**src/rtl/barrel_scheduler.sv**
```systemverilog
// barrel_scheduler
//   Allocates barrel slots for Kong's drops. Each rising edge of drop_req
//   becomes a single pending request. The request is served by the first free
//   slot in round-robin order, starting at ptr. That slot's start line is held
//   until the barrel reports busy or the acknowledge timer expires. A cooldown
//   of GAP cycles then separates consecutive launches.
//
// Ports
//   clk           barrel update clock
//   rst           asynchronous active-high reset
//   enable        high while the game is RUNNING; low forces IDLE and drops work
//   drop_req      Kong drop strobe (level); acted on at its rising edge
//   slot_busy     per-slot ROLLING/FALLING status from the barrel array
//   start         one-hot (or zero) launch line, held until ack or timeout
//   launch_idx    slot currently or last launched
//   launch_count  acknowledged launches, wraps at 255
//   lost_count    requests dropped because one was already pending, saturates
//   active_count  registered popcount of slot_busy
//   all_busy      registered AND of slot_busy
//   ack_timeout   sticky flag: a launch was abandoned without acknowledge
module barrel_scheduler #(
    parameter int N_SLOTS     = 16,
    parameter int IDX_W       = 4,
    parameter int GAP         = 8,
    parameter int ACK_TIMEOUT = 15
) (
    input  logic               clk,
    input  logic               rst,
    input  logic               enable,
    input  logic               drop_req,
    input  logic [N_SLOTS-1:0] slot_busy,
    output logic [N_SLOTS-1:0] start,
    output logic [IDX_W-1:0]   launch_idx,
    output logic [7:0]         launch_count,
    output logic [7:0]         lost_count,
    output logic [IDX_W:0]     active_count,
    output logic               all_busy,
    output logic               ack_timeout
);

    localparam int TW = $clog2(ACK_TIMEOUT + 1);
    localparam int GW = (GAP > 0) ? $clog2(GAP + 1) : 1;
    localparam int CW = IDX_W + 1;

    typedef enum logic [1:0] {S_IDLE, S_LAUNCH, S_COOLDOWN} state_t;

    state_t           state, state_n;
    logic             req_d, req_rise, pending;
    logic [IDX_W-1:0] ptr, cand, free_idx;
    logic             free_found;
    logic [TW-1:0]    tcnt;
    logic [GW-1:0]    ccnt;
    logic [CW-1:0]    busy_cnt;
    logic             launch_go, ack_ok, ack_abandon;

    assign req_rise = drop_req & ~req_d;

    // First free slot scanning upward from ptr, wrapping modulo N_SLOTS.
    always_comb begin
        free_found = 1'b0;
        free_idx   = ptr;
        cand       = '0;
        for (int unsigned k = 0; k < N_SLOTS; k++) begin
            cand = ptr + IDX_W'(k);
            if (!free_found && !slot_busy[cand]) begin
                free_found = 1'b1;
                free_idx   = cand;
            end
        end
    end

    always_comb begin
        busy_cnt = '0;
        for (int unsigned k = 0; k < N_SLOTS; k++) begin
            busy_cnt = busy_cnt + CW'(slot_busy[k]);
        end
    end

    always_comb begin
        state_n     = state;
        launch_go   = 1'b0;
        ack_ok      = 1'b0;
        ack_abandon = 1'b0;
        if (!enable) begin
            state_n = S_IDLE;
        end else begin
            case (state)
                S_IDLE: begin
                    if (pending && free_found) begin
                        launch_go = 1'b1;
                        state_n   = S_LAUNCH;
                    end
                end
                S_LAUNCH: begin
                    if (slot_busy[launch_idx]) begin
                        ack_ok  = 1'b1;
                        state_n = (GAP == 0) ? S_IDLE : S_COOLDOWN;
                    end else if (tcnt == '0) begin
                        ack_abandon = 1'b1;
                        state_n     = (GAP == 0) ? S_IDLE : S_COOLDOWN;
                    end
                end
                S_COOLDOWN: begin
                    if (ccnt == GW'(1)) begin
                        state_n = S_IDLE;
                    end
                end
                default: state_n = S_IDLE;
            endcase
        end
    end

    always_ff @(posedge clk or posedge rst) begin
        if (rst) begin
            state <= S_IDLE;
        end else begin
            state <= state_n;
        end
    end

    always_ff @(posedge clk or posedge rst) begin
        if (rst) begin
            req_d        <= 1'b0;
            pending      <= 1'b0;
            ptr          <= '0;
            tcnt         <= '0;
            ccnt         <= '0;
            start        <= '0;
            launch_idx   <= '0;
            launch_count <= '0;
            lost_count   <= '0;
            active_count <= '0;
            all_busy     <= 1'b0;
            ack_timeout  <= 1'b0;
        end else begin
            req_d        <= drop_req;
            active_count <= busy_cnt;
            all_busy     <= &slot_busy;
            if (!enable) begin
                pending <= 1'b0;
                start   <= '0;
            end else begin
                if (launch_go) begin
                    launch_idx <= free_idx;
                    tcnt       <= TW'(ACK_TIMEOUT);
                    start      <= N_SLOTS'(1) << free_idx;
                end else if (ack_ok || ack_abandon) begin
                    start <= '0;
                end

                if (state == S_LAUNCH && !ack_ok && !ack_abandon) begin
                    tcnt <= tcnt - TW'(1);
                end

                if (ack_ok) begin
                    launch_count <= launch_count + 8'd1;
                end
                if (ack_abandon) begin
                    ack_timeout <= 1'b1;
                end

                if (ack_ok || ack_abandon) begin
                    ptr  <= launch_idx + IDX_W'(1);
                    ccnt <= GW'(GAP);
                end else if (state == S_COOLDOWN) begin
                    ccnt <= ccnt - GW'(1);
                end

                // A rise coinciding with consumption re-arms pending instead of
                // being counted as lost.
                if (req_rise) begin
                    if (launch_go || !pending) begin
                        pending <= 1'b1;
                    end else if (lost_count != 8'hFF) begin
                        lost_count <= lost_count + 8'd1;
                    end
                end else if (launch_go) begin
                    pending <= 1'b0;
                end
            end
        end
    end

endmodule

```
**config.mk**
```make
export PLATFORM = sky130hd
export DESIGN_NAME = barrel_scheduler
export DESIGN_NICKNAME = d
export VERILOG_FILES = /design/src/rtl/barrel_scheduler.sv
export SDC_FILE = /design/constraint.sdc
export NUM_CORES = 1
export LEC_CHECK = 0
export CORE_ASPECT_RATIO = 1.4
export CORE_UTILIZATION = 45
export DETAILED_ROUTE_END_ITERATION = 8
export PLACE_DENSITY = 0.69
export SLEW_MARGIN = 20
export SYNTH_ARGS = -nofsm -noshare
export SYNTH_HDL_FRONTEND = slang
export SYNTH_SLANG_ARGS = --single-unit
```
**constraint.sdc**
```tcl
create_clock -name clk -period 4 [get_ports clk]
set_input_delay 1.2 -clock clk [delete_from_list [all_inputs] [get_ports clk]]
set_output_delay 1.2 -clock clk [all_outputs]
set_load 0.005 [all_outputs]
```
# Word-level counts from Yosys, hierarchy flattened
# Cells that the tools add are included.
[word_totals]
reg_bits = 59
[classes]
order_cmp = 17
reduce_logical = 66
n_mux = 92
n_shift = 1
addsub = 35
eq_ne = 10
n_bitwise = 3
[ops]
columns = ["cell", "count"]
rows = [
  ["less-than comparator 4 x 5 -> 1 bit, second input constant", 17],
  ["2-to-1 mux 4 bit", 19],
  ["binary-select mux 1 bit (select 4 bit)", 17],
  ["adder 5 x 1 -> 5 bit", 11],
  ["2-to-1 mux 16 bit", 3],
  ["2-to-1 mux 1 bit", 47],
  ["adder 4 bit, second input constant", 8],
  ["logical NOT 1 bit", 32],
  ["logical AND 1 bit", 18],
  ["adder 4 x 3 -> 4 bit, second input constant", 4],
  ["adder 8 x 1 -> 8 bit, second input constant", 2],
  ["AND reduction 16 bit", 1],
  ["left shift 1 x 4 -> 16 bit, first input constant", 1],
  ["AND reduction 2 bit", 7],
  ["2-to-1 mux 2 bit", 5],
  ["adder 4 x 1 -> 4 bit, second input constant", 2],
  ["adder 4 x 2 -> 4 bit, second input constant", 2],
  ["!= test 8 bit, second input constant", 1],
  ["subtractor 4 x 1 -> 4 bit, second input constant", 2],
  ["!= test 3 x 1 -> 1 bit, second input constant", 2],
  ["!= test 3 bit, second input constant", 2],
  ["one-hot mux 2 bit (3 select lines)", 1],
  ["adder 4 x 1 -> 5 bit", 1],
  ["adder 3 x 1 -> 4 bit", 1],
  ["other kinds (15)", 18],
]

# Logic depth before layout (Yosys ltp)
[depth]
depth_word = 56
ltp_mapped = 18
mapped_depth_nobuf = 12

# Least setup slack after synthesis
# No wires, ideal clock.
[synth_timing]
path_type = "input-to-reg"
start = "input port slot_busy[9]"
end = "register active_count[4]"
stages = 12
slack_ps = -248
arrival_time_ps = 4183
setup_ps = 64
path_buffers = 1
path_cell_list = "clkbuf_1 > inv_1 > fa_1 > fa_1 > fa_1 > fa_1 > inv_1 > ha_1 > inv_1 > fa_1 > nor2b_1 > o21a_1"
[synth_via]
elab_chain_cells = 7
[synth_rtl]
columns = ["element", "line_no", "text"]
rows = [
  ["start, declared", "31", "input logic [N_SLOTS-1:0] slot_busy,"],
  ["adder 5 x 1 -> 5 bit (7 in a row)", "75", "busy_cnt = busy_cnt + CW'(slot_busy[k]);"],
  ["net busy_cnt[4]", "53", "logic [CW-1:0] busy_cnt;"],
  ["end signal, assigned", "137", "active_count <= busy_cnt;"],
  ["end, declared", "36", "output logic [IDX_W:0] active_count,"],
]
# The timed path passes the listed nets, and every way through them passes these cells.
# A chain may end at the register's enable or synchronous reset.

# Worst setup path in the final report
[layout_timing]
start = "input port slot_busy[15]"
end = "register start[5]"
[layout_via]
elab_chain_cells = 53
word_cells_on_any_way = 124
[layout_rtl]
columns = ["element", "line_no", "text"]
rows = [
  ["binary-select mux 1 bit (select 4 bit)", "65", "if (!free_found && !slot_busy[cand]) begin"],
  ["2-to-1 mux 1 bit (not written as such)", "65", ""],
  ["logical NOT 1 bit", "65", ""],
  ["logical AND 1 bit", "65", ""],
  ["2-to-1 mux 1 bit", "65", ""],
  ["logical NOT 1 bit", "65", ""],
  ["logical AND 1 bit", "65", ""],
  ["2-to-1 mux 1 bit", "65", ""],
  ["[... 37 more ...]", "--", ""],
  ["logical AND 1 bit", "65", ""],
  ["2-to-1 mux 1 bit", "65", ""],
  ["logical AND 1 bit", "89", "if (pending && free_found) begin"],
  ["2-to-1 mux 1 bit", "89", ""],
  ["2-to-1 mux 1 bit", "87", "case (state)"],
  ["2-to-1 mux 1 bit", "84", "if (!enable) begin"],
  ["2-to-1 mux 16 bit", "143", "if (launch_go) begin"],
  ["2-to-1 mux 16 bit", "139", "if (!enable) begin"],
  ["end signal, assigned", "146", "start <= N_SLOTS'(1) << free_idx;"],
  ["end, declared", "32", "output logic [N_SLOTS-1:0] start,"],
]
# Several ways; a longest one is shown, not always the timed one. The select of a mux whose other input is x is not followed.

==> metrics.md <==
| Metric | Value |
|---|---|
| Max-Cap Viols | 0 |
| Post-synth top area share | 26.3% |
| Vias in the first global route | 5459 |
| Tot GR Track Use | 28.6% |
| Fmax | 255 MHz |
| Die Area | 12900 um^2 |
| Initial antenna violation count | 0 |
| Post-Layout Cell Count | 904 |
| Outcome | complete, no violations |
| Critical R2R Capture | start[12] |
| Synth area leaders | dfrtp_1, mux4_2, mux2i_1 |
| RSZ-0062 raised after global routing | yes |
| Tmin final | about 4 ns |
| TritonCTS clock tree | done |
| Worst path arrival time | ~4.2 ns |
| Final Hold Slack | 0.468 ns |
| Cts-stage hold buffer count | 0 |
| Total global routing overflow | 0 |
| Overall routed net length | 17300 um |
| Cell Rows | 47 |
| Die X | ~96 um |
| Core Box Area | 12000 um^2 |
| Mapped Area | around 5600 um^2 |
| Slew Limit Headroom | 64.2% |
| First-pass GRT wire length | 28200 um |
| Clk pin slew, worst setup/hold paths | approximately 0.060 ns |
| Syn avg cell area | 10.0 um^2 |
| Layout cells sized above 1 | 38.4% |
| # placed instances | just under 900 |
| Clk_lat worst skew | 0.33 ns |
| Path depth of the worst reg2reg path | 15 |
| N_diodes | 0 |
| Seq cells post-synth | 59 |
| Period utilization | 98.1% |
| Worst-margin pin slew | 0.536 ns |
| Worst hold start | ack_timeout |
| FF-to-FF setup slack | 0.17 ns |
| Starting Density | 46.8% |
| Initial DRT Pass Iterations | 5 |
| Yosys top cell by area | dfrtp_1 |
| Post-synth EDFFs | 0 |
| Remaining DRCs | 0 |
| Num CTS Buffers | 9 |
| Final hold vios | 0 |
| CP Capture Type | flop |
| Worst Hold Class | reg -> reg |
| Setup violators final | 0 |
| Required @ worst endpoint | between 4 and 5 ns |
| Most frequent cells in the layout | buf_4, nand2_1, dfrtp_1, clkdlybuf4s50_1, nor2_1 |
| Routed wire per std cell | 19.2 um |
| P&R area growth vs syn | 37.1% |
| Mapped Nets | 611 |
| Max Buffers Root-to-Sink | 2 |
| Hold Path Depth | 1 |
| PortBufs | 62 |
| Startpoint Class | input pin |
| Seq/Total Area, Yosys | 26.3% |
| Crit Path Category | in -> reg |
| Die Ht | roughly 130 um |
| I/O Pins | 63 |
| DPL Wire Length | around 13000 um |
| H-tree depth | 3 |
| Cell variety after synth | 83 |
| Layout Nets | around 800 |
| Root buffer cell | clkbuf_16 |
| Largest net degree at the start of global routing | 27 |
| Worst reg2reg startpoint | ptr[2] |
| CP Max Fanout | 9 |
| Clock sink count | 59 |
| Post-synthesis cell count | 562 |
| Number of routed nets with antenna violations | 0 |
| Setup WS post-layout | between 0.07 and 0.08 ns |
| Hold path endpoint | ack_timeout |
| Final Skew | ~0.0084 ns |
| Share of synthesized flip-flops with an asynchronous set or reset | 100% |
| DRT iter0 DRCs | 269 |
| Yosys warning count | 0 |
| Via density | 5.95 |
| Pre-CTS WS | -0.769 ns |
| Most common cell after layout, fill and taps aside | buf_4 |
| Via count | 5382 |
| Final RePlAce weighted congestion | between 0.9 and 1 |
| Commonest register cell after synthesis | dfrtp_1 |
| Max Slew Vio Count | 0 |
## synthesized netlist by cell type (5+ instances only)
master,count
nand2_1,60
dfrtp_1,59
inv_1,36
nor2_1,31
mux4_2,29
mux2i_1,27
nand3_1,23
xnor2_1,21
o21ai_0,20
ha_1,19
mux2_2,17
o31ai_1,16
a21oi_1,14
clkbuf_1,13
nand4_1,12
fa_1,10
xor2_1,10
nor2b_1,8
o2111ai_1,8
buf_6,7
and2_1,6
o21a_1,5
o22ai_1,5
## area by class of cell
type	instances	area (um^2)
fill	984	4290
timing repair buffer	206	1670
multi-input combinational	437	3930
sequential	59	1480
clock inverter	7	76.3
tap	147	184
inverter	39	148
clock buffer	9	225
## worst max-delay path by stage
stage | slack, ns | to | cells after the start | start
after floorplan | -0.1 | active_count[3] | 11 | slot_busy[9]
after global placement | -0.72 | start[4] | 12 | slot_busy[2]
after detailed placement | -0.77 | start[6] | 12 | slot_busy[2]
after CTS | -0.01 | start[5] | 12 | slot_busy[2]
after global routing | -0.02 | start[8] | 13 | slot_busy[15]
final | 0.08 | start[5] | 13 | slot_busy[15]
## routing by layer
layer	vias to the layer above	routed length (um)	global-route usage, %
li1	2475	-	-
met1	2672	6770	33.7
met2	185	9160	49.3
met3	50	663	5.10
met4	0	750	13.4
met5	-	0	0
## cells by family after synthesis
family                   Yosys count  share of synthesized area, %
AND/OR/NAND/NOR                  177                          16.2
XOR/XNOR                          34                          6.10
buffers and inverters             66                          6.10
AO/OA/AOI/OAI                    117                          15.5
flip-flops                        59                          26.3
multiplexers                      80                          22.0
adder cells (fa/ha/maj)           29                          7.79
## worst max-delay path, cell delays in order
cell and delay [ns]:
buf_2 0.12, buf_4 0.17, mux4_2 0.47, mux2_2 0.33, mux2i_4 0.21, buf_4 0.19
nor2_1 0.05, o21a_1 0.16, o32ai_1 0.34, o221a_2 0.30, o21a_1 0.21, o21ai_2 0.11
o31ai_1 0.28
## metrics by stage
| stage | utilization [%] | area [um^2] | TNS (ns) |
|---|---|---|---|
| 5_1_grt | 64.2 | 7700 | -0.0463 |
| 3_5_place_dp | 60.7 | 7280 | -23.06 |
| 6_report | 64.2 | 7700 | 0 |
| 4_1_cts | 63.5 | 7620 | -0.0191 |
| 3_3_place_gp | 60.7 | 7280 | -22.09 |
| 2_1_floorplan | - | 5640 | -0.279 |
## state kept, by name, indices dropped and copies added, names as in the netlist
signal / flops
start: 16
lost_count: 8
active_count: 5
ack_timeout: 1
state: 2
pending: 1
ccnt: 4
all_busy: 1
req_d: 1
tcnt: 4
launch_count: 8
launch_idx: 4
ptr: 4
## repair_timing
item	4_1_cts	5_1_grt
gates resized for setup	68	34
setup endpoints to repair	37	32
pin swaps	12	16
buffers inserted	3	4
Power is left out: the tool's default activity adds up to more than one toggle a clock period on the data nets, which glitch-free logic cannot reach.
